$ cat src/rtl/operand_fetch_pkg.sv
// Shared constants, the operand bundle type and the source-forwarding helper
// for the operand fetch stage.
package operand_fetch_pkg;

  localparam int unsigned XLEN   = 32;
  localparam int unsigned NR_REG = 32;
  localparam int unsigned ADDR_W = $clog2(NR_REG);

  typedef struct packed {
    logic [XLEN-1:0]   src1;
    logic [XLEN-1:0]   src2;
    logic [XLEN-1:0]   imm;
    logic [ADDR_W-1:0] rd;
    logic              rd_wen;
  } bundle_t;

  // x0 reads zero; a same-cycle writeback overrides the stale register file value
  function automatic logic [XLEN-1:0] fwd_sel(
    input logic [ADDR_W-1:0] addr,
    input logic              wb_wen,
    input logic [ADDR_W-1:0] wb_waddr,
    input logic [XLEN-1:0]   wb_wdata,
    input logic [XLEN-1:0]   rf_rdata
  );
    logic [XLEN-1:0] res;
    res = rf_rdata;
    if (addr == ADDR_W'(0)) begin
      res = XLEN'(0);
    end else if (wb_wen && (wb_waddr == addr)) begin
      res = wb_wdata;
    end
    return res;
  endfunction

endpackage

$ cat src/rtl/operand_fetch_scoreboard.sv
// Per-register busy bits for writes in flight, with hazard queries that
// treat a register being written back this cycle as already free.
module operand_fetch_scoreboard
  import operand_fetch_pkg::*;
(
  input  logic              clk,
  input  logic              rst_n,
  input  logic              set_en,
  input  logic [ADDR_W-1:0] set_addr,
  input  logic              clr_en,
  input  logic [ADDR_W-1:0] clr_addr,
  input  logic [ADDR_W-1:0] qa_addr,
  input  logic [ADDR_W-1:0] qb_addr,
  input  logic [ADDR_W-1:0] qc_addr,
  output logic              qa_hz_c,
  output logic              qb_hz_c,
  output logic              qc_hz_c,
  output logic [NR_REG-1:0] busy
);

  logic [NR_REG-1:0] busy_q;
  logic [NR_REG-1:0] busy_d;

  function automatic logic hz(input logic [ADDR_W-1:0] a,
                              input logic [NR_REG-1:0] bq,
                              input logic              ce,
                              input logic [ADDR_W-1:0] ca);
    return (a != ADDR_W'(0)) && bq[a] && !(ce && (ca == a));
  endfunction

  always_comb begin
    qa_hz_c = hz(qa_addr, busy_q, clr_en, clr_addr);
    qb_hz_c = hz(qb_addr, busy_q, clr_en, clr_addr);
    qc_hz_c = hz(qc_addr, busy_q, clr_en, clr_addr);
  end

  // Clear first so a same-cycle set of the same register wins
  always_comb begin
    busy_d = busy_q;
    if (clr_en) begin
      busy_d[clr_addr] = 1'b0;
    end
    if (set_en) begin
      busy_d[set_addr] = 1'b1;
    end
    busy_d[0] = 1'b0;
  end

  always_ff @(posedge clk or negedge rst_n) begin
    if (!rst_n) begin
      busy_q <= '0;
    end else begin
      busy_q <= busy_d;
    end
  end

  assign busy = busy_q;

endmodule

$ cat src/rtl/operand_fetch.sv
// Operand fetch: reads the register file, forwards writeback data, stalls on
// scoreboard hazards and presents a registered operand bundle to the ALU.
module operand_fetch
  import operand_fetch_pkg::*;
(
  input  logic              clk,
  input  logic              rst_n,
  input  logic              in_valid,
  output logic              in_ready,
  input  logic [ADDR_W-1:0] in_rs1,
  input  logic [ADDR_W-1:0] in_rs2,
  input  logic [ADDR_W-1:0] in_rd,
  input  logic              in_rd_wen,
  input  logic [XLEN-1:0]   in_imm,
  output logic [ADDR_W-1:0] rf_raddr1,
  output logic [ADDR_W-1:0] rf_raddr2,
  input  logic [XLEN-1:0]   rf_rdata1,
  input  logic [XLEN-1:0]   rf_rdata2,
  input  logic              wb_wen,
  input  logic [ADDR_W-1:0] wb_waddr,
  input  logic [XLEN-1:0]   wb_wdata,
  output logic              out_valid,
  input  logic              out_ready,
  output logic [XLEN-1:0]   out_src1,
  output logic [XLEN-1:0]   out_src2,
  output logic [XLEN-1:0]   out_imm,
  output logic [ADDR_W-1:0] out_rd,
  output logic              out_rd_wen,
  output logic [NR_REG-1:0] sb_busy
);

  logic    valid_q;
  logic    valid_d;
  bundle_t bundle_q;
  bundle_t bundle_d;

  logic hz_rs1_c;
  logic hz_rs2_c;
  logic hz_rd_c;
  logic hazard_c;
  logic space_c;
  logic accept_c;
  logic set_en_c;

  assign rf_raddr1 = in_rs1;
  assign rf_raddr2 = in_rs2;

  operand_fetch_scoreboard u_sb (
    .clk      (clk),
    .rst_n    (rst_n),
    .set_en   (set_en_c),
    .set_addr (in_rd),
    .clr_en   (wb_wen),
    .clr_addr (wb_waddr),
    .qa_addr  (in_rs1),
    .qb_addr  (in_rs2),
    .qc_addr  (in_rd),
    .qa_hz_c  (hz_rs1_c),
    .qb_hz_c  (hz_rs2_c),
    .qc_hz_c  (hz_rd_c),
    .busy     (sb_busy)
  );

  // Handshake: free slot and no RAW/WAW hazard
  always_comb begin
    hazard_c = hz_rs1_c || hz_rs2_c || (in_rd_wen && hz_rd_c);
    space_c  = !valid_q || out_ready;
    in_ready = space_c && !hazard_c;
    accept_c = in_valid && in_ready;
    set_en_c = accept_c && in_rd_wen && (in_rd != ADDR_W'(0));
  end

  always_comb begin
    valid_d  = valid_q;
    bundle_d = bundle_q;
    if (accept_c) begin
      valid_d         = 1'b1;
      bundle_d.src1   = fwd_sel(in_rs1, wb_wen, wb_waddr, wb_wdata, rf_rdata1);
      bundle_d.src2   = fwd_sel(in_rs2, wb_wen, wb_waddr, wb_wdata, rf_rdata2);
      bundle_d.imm    = in_imm;
      bundle_d.rd     = in_rd;
      bundle_d.rd_wen = in_rd_wen;
    end else if (out_ready) begin
      valid_d = 1'b0;
    end
  end

  always_ff @(posedge clk or negedge rst_n) begin
    if (!rst_n) begin
      valid_q  <= 1'b0;
      bundle_q <= '0;
    end else begin
      valid_q  <= valid_d;
      bundle_q <= bundle_d;
    end
  end

  assign out_valid  = valid_q;
  assign out_src1   = bundle_q.src1;
  assign out_src2   = bundle_q.src2;
  assign out_imm    = bundle_q.imm;
  assign out_rd     = bundle_q.rd;
  assign out_rd_wen = bundle_q.rd_wen;

endmodule

$ cat config.mk
export PLATFORM = sky130hd
export DESIGN_NAME = operand_fetch
export DESIGN_NICKNAME = d
export VERILOG_FILES = /design/src/rtl/operand_fetch_pkg.sv /design/src/rtl/operand_fetch_scoreboard.sv /design/src/rtl/operand_fetch.sv
export SDC_FILE = /design/constraint.sdc
export NUM_CORES = 1
export LEC_CHECK = 0
export ABC_AREA = 1
export CORE_ASPECT_RATIO = 1.25
export CORE_MARGIN = 4
export CORE_UTILIZATION = 30
export DETAILED_ROUTE_END_ITERATION = 16
export PLACE_DENSITY_LB_ADDON = 0.05
export SLEW_MARGIN = 20
export SYNTH_ARGS = -nofsm -noshare
export SYNTH_HDL_FRONTEND = slang
export SYNTH_SLANG_ARGS = --single-unit
$ cat constraint.sdc
create_clock -name clk -period 4.2 [get_ports clk]
set_input_delay 1.26 -clock clk [delete_from_list [all_inputs] [get_ports clk]]
set_output_delay 1.26 -clock clk [all_outputs]
set_load 0.005 [all_outputs]
; ---- Word level (Yosys, flattened, before mapping)
; Cells that the tools add are included.
[totals]
regBits = 134
inputBits = 154
[op_classes]
reduce_logical = 30
n_bitwise = 3
n_eq_ne = 3
order_cmp = 6
mux = 18
[ops]
columns = operator, n
row1 = 32-bit 2-to-1 mux, 6
row2 = 32-bit bitwise AND, 1
row3 = 32-bit inverter, 1
row4 = 32-bit OR, 1
row5 = "5-bit by 6-bit < comparator with 1-bit output, second input constant", 4
row6 = 1-bit logical AND, 16
row7 = 1-bit binary-select mux with 5-bit select, 3
row8 = 5-bit equality test, 3
row9 = 5-bit nonzero test, 3
row10 = 1-bit demux with 5-bit select, 2
row11 = "5-bit by 1-bit >= comparator with 1-bit output, second input constant", 2
row12 = 5-bit zero test, 2
row13 = 1-bit 2-to-1 mux, 7
row14 = 1-bit zero test, 5
row15 = 1-bit logical OR, 3
row16 = 2-bit nonzero test, 1

; ---- Depth between registers and ports, before layout
[logic_depth]
word_depth = 12
depth_mapped = 18
depth_no_buf = 15

; ---- Hierarchy
; From an unflattened synthesis, not the netlist that was laid out.
[hier_totals]
cells_unflattened = 1202
hier_area_um2 = 8195.4
[by_module_without_submodules]
columns = module, seq_area_each_um2, cells_per_inst, instances, area_per_inst_um2
row1 = operand_fetch, 2577.5, 768, 1, 5569.1
row2 = operand_fetch_scoreboard, 775.7, 434, 1, 2626.3

; ---- Least setup slack after synthesis
; No wires, ideal clock.
[synth_timing]
path_kind = input-to-output
start = input port in_rs1[1]
end = output port in_ready
path_buffers = 3
setup_slack_ns = 0.432
stages = 12
required_ns = 2.940
t_arrival_ns = 2.508
cell_sequence = buf_2 -> inv_1 -> buf_2 -> a21oi_1 -> o21ai_0 -> o21ai_0 -> nand2_1 -> nand2_1 -> nor2_1 -> nor2_4 -> nor2_8 -> buf_2
[synth_between]
elab_chain_len = 8
[synth_lines]
columns = element, line
row1 = from (decl), operand_fetch.sv:10  ; input logic [ADDR_W-1:0] in_rs1,
row2 = 1-bit binary-select mux with 5-bit select or 5-bit equality test (tied branches), operand_fetch_scoreboard.sv:28  ; return (a != ADDR_W'(0)) && bq[a] && !(ce && (ca == a));
row3 = 1-bit 2-to-1 mux (implied by the code) or 1-bit logical AND (tied branches), operand_fetch_scoreboard.sv:28
row4 = 1-bit logical AND or 1-bit zero test (tied branches), operand_fetch_scoreboard.sv:28
row5 = 1-bit logical AND *, operand_fetch_scoreboard.sv:28
row6 = 1-bit logical OR * (2 in a row), operand_fetch.sv:66  ; hazard_c = hz_rs1_c || hz_rs2_c || (in_rd_wen && hz_rd_c);
row7 = 1-bit zero test *, operand_fetch.sv:68  ; in_ready = space_c && !hazard_c;
row8 = 1-bit logical AND *, operand_fetch.sv:68
row9 = to (decl), operand_fetch.sv:9  ; output logic in_ready,
; Every way passes the cells marked *; elsewhere a longest branch is shown, timed or not. The select of a mux whose other input is x is not followed.

; ---- Final worst setup path
[layout_timing]
start = input port in_rd[4]
end = output port in_ready
[layout_between]
elab_chain_len = 8
[layout_lines]
columns = element, line
row1 = from (decl), operand_fetch.sv:12  ; input logic [ADDR_W-1:0] in_rd,
row2 = 1-bit binary-select mux with 5-bit select or 5-bit equality test (tied branches), operand_fetch_scoreboard.sv:28
row3 = 1-bit 2-to-1 mux (implied by the code) or 1-bit logical AND (tied branches), operand_fetch_scoreboard.sv:28
row4 = 1-bit logical AND or 1-bit zero test (tied branches), operand_fetch_scoreboard.sv:28
row5 = 1-bit logical AND *, operand_fetch_scoreboard.sv:28
row6 = 1-bit logical AND *, operand_fetch.sv:66
row7 = 1-bit logical OR *, operand_fetch.sv:66
row8 = 1-bit zero test *, operand_fetch.sv:68
row9 = 1-bit logical AND *, operand_fetch.sv:68
; Marked as above.

==> flow_summary.yaml <==
detailed_routing:
  routed_wl_mm: 34.46
  drc: 0
  post_drt_wl_per_cell_um: 18.53
  drt_iter0_drc: 627
  vias: 9194
  drtPass1Iterations: 5
  antenna_left: 0
  drt-vias-per-instance: 4.946
grt:
  grt_max_degree: 76
  grt_pass1_wl_mm: 52.85
  grtUsageMet3_pct: 4.005
  track_usage_pct: 22.96
  grt_util_met2_pct: 40.58
  grt_pass1_vias: 9073
  grt_antenna_before_repair: 2
  grt.met1_usage_pct: 27.76
  overflow: 0
  top_usage_layer: "met2"
setup_path:
  path_common_cell: "nand2_1"
  cp.required_ns: 2.94
  arrival_ns: 2.89
  critPathBufInv: 4
  max_stage_delay_ns: 0.50
  cp_cell_sequence: "clkdlybuf4s50_1, buf_4, inv_2, nor3_2, nand2_1, nand2_1, nor2_1, nand2_1, nand2_1, nand3_2, nor2_8, buf_6"
  cp_max_fo: 5
  crit_family: "buffers and inverters"
  crit_path_end_kind: "output port"
  crit_slowest_cell: "clkdlybuf4s50_1"
  start_kind: "primary input"
  crit_type: "primary input to output port"
clocking:
  h-tree-depth: 4
  insertion_delay_ns: 0.42
  clk_pin_slew_ns: 0.06
  cts_buffer_depth: 2
  tritoncts: "built"
  cts.sinks: 134
  root_buffer: "clkbuf_16"
  cts-buffers-inserted: 17
yosys:
  synthCells: 1188
  async_reset_ff_share_pct: 100.0
  yosys.area.top_type_share_pct: 42.16
  post-synth-top-count-cell: "nand2_1"
  ys_top_cells_by_count: "nand2_1 (507), nand3_1 (209), dfrtp_1 (134)"
  synth_area_mm2: 0.007953
  ys_seq_elements: 134
  synth-edff-count: 0
  ys_seq_area_share_pct: 42.16
  ys.flop_type: "dfrtp_1"
  synth_top_area_cell: "dfrtp_1"
  synth_fp_nets: 1342
  ys_types: 26
  synth.area.top_cells: "dfrtp_1 (42%), nand2_1 (24%), nand3_1 (13%)"
  ys.warnings.count: 0
  syn_avg_cell_area_um2: 6.694
floorplan:
  pin_count: 300
  die_h_um: 190.0
  start_util_pct: 30.48
  die_w_um: 153.6
  core_mm2: 0.02610
  die_area_mm2: 0.02919
  num_rows: 66
place:
  dpl-instance-area_mm2: 0.01162
  gp_congestion: 0.9977
  dp_hpwl_mm: 25.02
  numPortBuffers: 298
  pre_cts_ws_ns: -0.5072
sta:
  setup_ws_ns: 0.05417
  maxSlewViolCount: 0
  skew_ns: 0.01033
  period_share_pct: 98.71
  fmax_mhz: 241.2
  setup_viol: 0
  worst_pin_slew_ns: 0.8647
  finalCriticalPeriod_ns: 4.146
  relSlewSlack_pct: 42.35
  hold_violations: 0
  tns_ns: 0
power_and_ir_drop:
  power_mw: 5.088
  power_leakage_nw: 6.181
  power_density_mw_per_mm2: 412.2
  ir_drop_mv: 0.2690
layout:
  stdcell_area_mm2: 0.01234
  fin_nets: 1659
  layout-drive-gt1-share_pct: 10.42
  syn_to_final_growth_pct: 55.22
job:
  maxCapViolCount: 0
status:
  outcome: "complete, no violations"
worst_hold_path:
  hold_path_class: "flop to flop"
## kinds of logic (layout without fill, tap and decap cells)
kind of cell              Yosys count  after routing  synth area share [%]
AOI/OAI and AO/OA                  72             72                 4.736
xor gates and xnor gates            1              1                0.1102
buffers and inverters             148            477                 8.732
DFF                               134            134                 42.16
other                               1              3               0.04715
and+or+nand+nor                   832            832                 44.21
## worst min-delay path, stage by stage (launching register included)
cell and delay, ns:
dfrtp_1 0.34, nand2_1 0.05, nand2_1 0.04
## final timing paths
check / startpoint / end / slack (ns) / cells after the start
worst max register to register: u_sb.busy[28] / out_imm[30] / 1.35 / 17
worst min register to register: out_src2[29] / out_src2[29] / 0.47 / 2
min in group asynchronous: rst_n / out_imm[27] / 0.83 / 1
worst min-delay path: out_src2[29] / out_src2[29] / 0.47 / 2
max in group asynchronous: rst_n / out_src1[15] / 2.62 / 2
worst max-delay path: in_rd[4] / in_ready / 0.05 / 12
## layout by cell type (no fill, tap or decap), drive strengths merged, types with 4 or more instances in the layout
master           n
a21oi           13
buf             92
clkbuf          20
clkdlybuf4s50  278
clkinv           4
dfrtp          134
dlygate4sd2     13
dlymetal6s2s     4
inv             61
nand2          508
nand3          210
nand4           34
nor2            69
nor3            11
o21ai           51
## flip-flops by register name, summed over array words and instances, names as in the netlist
register and count:
out_rd 5, out_src1 32, out_src2 32, u_sb.busy 31, out_rd_wen 1, out_valid 1, out_imm 32
## timing repair
action                                  4_1_cts  5_1_grt
hold buffers                                  0        0
endpoints found under the hold margin         0        0
gates resized for setup                      36       14
gates cloned                                  1        0
pin swaps                                     4        5
endpoints found under the setup margin        1        1
buffers inserted                              2        0
## layer usage
| metal | up-vias | share of wire [%] |
|---|---|---|
| met5 | - | 0 |
| met4 | 0 | 2.9 |
| met3 | 59 | 5.5 |
| met2 | 344 | 51 |
| met1 | 4332 | 41 |
| li1 | 4459 | - |
## final cells by class
type	count	area, um^2
diodes	2	5.005
clock buffers	20	466.7
clock inverters	11	146.4
fillers	2749	13750
inverters	59	224.0
multi-input cells	906	3979
flip-flops and latches	134	3353
well taps	340	425.4
repair buffers	387	3745
## stage by stage
step / instances / hold slack [ns] / utilization [%]
after global routing: 1859 / 0.4812 / 47.31
final: 1859 / 0.4672 / 47.31
after global placement: 1823 / 0.4520 / 44.55
after CTS: 1857 / 0.4722 / 47.11
after detailed placement: 1823 / 0.4581 / 44.55
after floorplan: 1188 / 0.4650 / -
## power breakdown
| group | internal [mW] | switching (mW) | total, mW |
|---|---|---|---|
| clock network | 0.980 | 0.592 | 1.57 |
| registers | 1.61 | 0.206 | 1.82 |
| logic | 0.931 | 0.767 | 1.70 |
| total | 3.52 | 1.57 | 5.09 |
No activity file was read; power rests on OpenSTA's default activity.
==> RTL edit 1 (same settings) <==
Set the package constant `XLEN` to 64 (it was 32).
--- a/src/rtl/operand_fetch_pkg.sv
+++ b/src/rtl/operand_fetch_pkg.sv
@@ -2,7 +2,7 @@
 // for the operand fetch stage.
 package operand_fetch_pkg;
 
-  localparam int unsigned XLEN   = 32;
+  localparam int unsigned XLEN   = 64;
   localparam int unsigned NR_REG = 32;
   localparam int unsigned ADDR_W = $clog2(NR_REG);
 
Ports: changed (7 resized); port bits go from 300 to 524. The function was not compared with the original's and may differ.
==> RTL edit 1 against the original RTL <==
Area after synthesis rose by 59%. Setup slack improved by 84 ps. Sequential cell count up 96. Wire length increased by 76%. Combinational power up 75%. Cell area rose by 59%. Hold slack worse by 0.98 ps. Power grew 68%. Critical endpoint unchanged. Highest routed layer unchanged.
==> RTL edit 1: results (changes against the original RTL) <==
status complete, no violations; Ys Warns 0 (unchanged); CTS Buffer Depth 3 (+1); grt met2 use 43.34% (+2.8 points); WL met2 29.81 mm (+70%); router iterations before antenna repair 6 (+1); sink of the worst hold path out_src1[34]$_DFFE_PN0P_; routability cong. 0.9222 (-7.6%); Port Buf Inserts 522 (+75%); FF-to-FF End out_src2[53]$_DFFE_PN0P_; met1 Use GR 32.30% (+4.5 points); min setup slack post-route 137.9 ps (+83.72 ps); H-tree levels 1 (-3); synth top area cells dfrtp_1 46%, nand2_1 25%, nand3_1 15%; worst-case reg-to-reg path depth 18 (+1); r2r setup slk 1110 ps (-240 ps); metal3 WL 5.171 mm (+170%); Mapped Nets 2,100 (+56%); placed cell area 18,630 um2 (+60%); Post-synth ARST share 100.0% (unchanged); TritonCTS Buffers 28 (+11); Place WS -435.7 ps (+71.49 ps); Peak VDD IR 285.2 uV (+6.0%); met3 Track Usage GR 6.155% (+2.1 points); arrival time at the worst endpoint 2800 ps (-90 ps); most frequent cells after synthesis 827 x nand2_1, 369 x nand3_1, 230 x dfrtp_1; reg2reg start u_sb.busy[6]$_DFF_PN0_; worst hold path class register to register; worst-path fanout max 4 (-1); vias in the first global route 13,750 (+52%); CP max stage delay 470 ps (-30 ps); register area share after synthesis 45.60% (+3.4 points); GRT Total Usage 25.42% (+2.5 points); actual slew at the worst max-slew pin 894.5 ps (+29.81 ps); Final Skew 20.62 ps (+10.29 ps); DRT iter0 DRCs 966 (+54%); delay-heaviest family, CP buffers and inverters; first-pass GRT wire length 89.83 mm (+70%); pin count of the biggest net entering global routing 106 (+39%); met1 WL 24.05 mm (+72%); HP Start out_src1[34]$_DFFE_PN0P_; Final #Nets 2,604 (+57%); worst-skew pair later-pin latency 550 ps (+130 ps); wire per inst 20.91 um (+13%); layout cells sized above 1 7.301% (-3.1 points); initial antenna violation count 6 (+4); Post-DP HPWL 43.37 mm (+73%); Pleak 9.742 nW (+58%); Vias/cell 4.926 (-0.41%)
[RTL edit 1: stage by stage]
step           util (%)  hold WS, ps  std cells  power (mW)
6_report          47.60        466.2       2900       8.538
4_1_cts           47.48        471.9       2893       8.658
3_3_place_gp      45.08        452.5       2839       6.177
3_5_place_dp      45.08        457.5       2839       6.198
5_1_grt           47.60        481.8       2900       9.049
2_1_floorplan         -        465.0       1818       4.120
[RTL edit 1: kinds of logic after synthesis]
kind of cell	after synthesis	share of synthesized area, %
xor+xnor	1	0.06940
buf+inv	202	7.672
other cells	1	0.02971
compound gates	72	2.984
flops	230	45.60
simple gates	1312	43.65
[RTL edit 1: what timing repair did]
action	CTS	global route
buffers inserted	3	0
pin swaps	5	5
resized for setup	43	7
gates cloned	1	0
setup endpoints to repair	1	1
hold endpoints to repair	0	0
[RTL edit 1: layout make-up]
type	instances	area [um2]
inverters	59	226.5
repair buffers	617	6117
flip-flops and latches	230	5756
well taps	552	690.7
clock buffers	43	837.1
multi-input cells	1386	5956
diodes	6	15.01
clock inverters	7	75.07
fillers	4328	21660
[RTL edit 1: power breakdown]
| group | internal [mW] | total (mW) | switching [mW] |
|---|---|---|---|
| registers | 2.81 | 3.17 | 0.363 |
| clock network | 1.43 | 2.39 | 0.965 |
| logic | 1.63 | 2.98 | 1.35 |
[RTL edit 1: how the worst max path moves through the flow]
stage	start	endpoint	cells after the start
2_1_floorplan	in_rd[0]	in_ready	14
3_5_place_dp	in_rs2[0]	in_ready	12
6_report	in_rs1[2]	in_ready	12
3_3_place_gp	in_rs2[0]	in_ready	12
5_1_grt	wb_waddr[3]	in_ready	12
4_1_cts	wb_waddr[3]	in_ready	12
[RTL edit 1: worst min-delay path: stages (launching register included)]
cell     delay, ps
dfrtp_1        340
nand2_1         50
nand2_1         40
==> RTL edit 2 (same settings) <==
Without the edit above. Reset style: synchronous (`rst_n`), changed in 2 clocked blocks.
--- a/src/rtl/operand_fetch_scoreboard.sv
+++ b/src/rtl/operand_fetch_scoreboard.sv
@@ -46,7 +46,7 @@
     busy_d[0] = 1'b0;
   end
 
-  always_ff @(posedge clk or negedge rst_n) begin
+  always_ff @(posedge clk) begin
     if (!rst_n) begin
       busy_q <= '0;
     end else begin
--- a/src/rtl/operand_fetch.sv
+++ b/src/rtl/operand_fetch.sv
@@ -85,7 +85,7 @@
     end
   end
 
-  always_ff @(posedge clk or negedge rst_n) begin
+  always_ff @(posedge clk) begin
     if (!rst_n) begin
       valid_q  <= 1'b0;
       bundle_q <= '0;
Function: differs if rst_n is asserted again (counterexample within 4 cycles, from zero or initial values and one cycle with rst_n low); with rst_n held inactive, the same outputs for 4 cycles.
==> RTL edit 2 against the original RTL <==
Utilization is essentially flat. Highest routed layer unchanged. Area after synthesis shrank 3.5%. Setup slack gained 89 ps. Wire length shrank 5.0%. Count of clock-buffer cells in the layout shrank 1. Cell area shrank 3.4%. Register-to-register slack gained 160 ps. Sequential cell count is the same.
Power is not compared: it rests on default switching activity, and its combinational part moved more than twofold at a synthesized area within 25%.
==> RTL edit 2: results (changes against the original RTL) <==
count of cell types in the netlist 29 (+12%); ant diodes 0 (-2); WL met2 16.26 mm (-7.1%); met1 Use GR 26.32% (-1.4 points); status complete, no violations; tap cells 335 (-1.5%); worst-path fanout max 3 (-2); Vias/cell 5.060 (+2.3%); Main synth FF type dfxtp_1; metal3 WL 2.469 mm (+29%); Reg area 2683 um2 (-20%); register area share after synthesis 34.96% (-7.2 points); multi-input gate count 837 (-7.6%); Non-clock buffers 370 (-4.4%); Place WS -509.4 ps (-2.137 ps); clk tree area frac 5.333% (+0.37 points); routability cong. 0.9514 (-4.6%); fin cells 1,798 (-3.3%); nonclk inv count 90 (+53%); GRT Total Usage 22.62% (-0.34 points); most frequent cells after synthesis 310 x nand2_1, 149 x a21oi_1, 147 x nand3_1; clock buffers 19 (-5.0%); Final Skew 12.15 ps (+1.823 ps); pin count of the biggest net entering global routing 74 (-2.6%); H-tree levels 4 (unchanged); Non-clock buffering overhead 30.78% (+0.44 points); met1 WL 12.87 mm (-8.2%); grt met2 use 38.46% (-2.1 points); xor/xnor share of the synthesized area 0% (-0.11 points); Post-Synthesis Cells 1,163 (-2.1%); Final #Nets 1,604 (-3.3%); initial antenna violation count 0 (-2); multi-input combinational area share 34.95% (+2.7 points); actual slew at the worst max-slew pin 728.2 ps (-136.5 ps); DRT iter0 DRCs 477 (-24%); Compound-Gate Fraction of Synth Area 22.40% (+18 points); placed cell area 11,190 um2 (-3.7%); fill count 2,626 (-4.5%); vias in the first global route 8,911 (-1.8%); Post-synth ARST share 0% (-100 points); layout cells sized above 1 9.296% (-1.1 points); CP max stage delay 470 ps (-30 ps); arrival time at the worst endpoint 2800 ps (-90 ps)
RTL edit 2: cell count changes in the layout (fill, tap and decap cells not counted), moves of 4 or more:
| cell | unedited run | this run |
|---|---|---|
| a21oi_1 | 12 | 148 |
| buf_4 | 78 | 58 |
| dfrtp_1 | 134 | 0 |
| dfxtp_1 | 0 | 134 |
| dlygate4sd2_1 | 13 | 8 |
| dlymetal6s2s_1 | 4 | 11 |
| inv_1 | 45 | 71 |
| nand2_1 | 506 | 310 |
| nand3_1 | 207 | 146 |
| nor2_1 | 62 | 56 |
| nor3_2 | 8 | 4 |
| o211a_1 | 0 | 64 |
| o22ai_1 | 3 | 8 |
RTL edit 2: tightest hold or removal path, delay by kind of cell, from the launching register on:
| kind | cells | cell delay (ps) |
|---|---|---|
| AOI/OAI and AO/OA | 1 | 50 |
| and+or+nand+nor | 1 | 60 |
| DFF | 1 | 310 |
RTL edit 2: path summary, 6_finish.rpt:
| check | from | endpoint | slack [ps] | cells after the start |
|---|---|---|---|---|
| setup / recovery | wb_wen | in_ready | 140 | 11 |
| hold / removal | out_src1[31]$_SDFFE_PN0P_ | out_src1[31]$_SDFFE_PN0P_ | 460 | 2 |
| setup reg to reg | u_sb.busy[5]$_SDFF_PN0_ | out_imm[23]$_SDFFE_PN0P_ | 1510 | 15 |
| hold reg to reg | out_src1[31]$_SDFFE_PN0P_ | out_src1[31]$_SDFFE_PN0P_ | 460 | 2 |
RTL edit 2: repair_timing:
action / CTS / global route
pin swaps: 3 / 2
setup buffers: 0 / 1
resized for setup: 28 / 22
endpoints found under the setup margin: 1 / 1
cloned: 1 / 0
RTL edit 2: power breakdown:
group | switching (mW) | internal [mW]
Clock | 0.613 | 1.02
Combinational | 0.398 | 0.404
Sequential | 0.0330 | 1.33
Total | 1.04 | 2.76
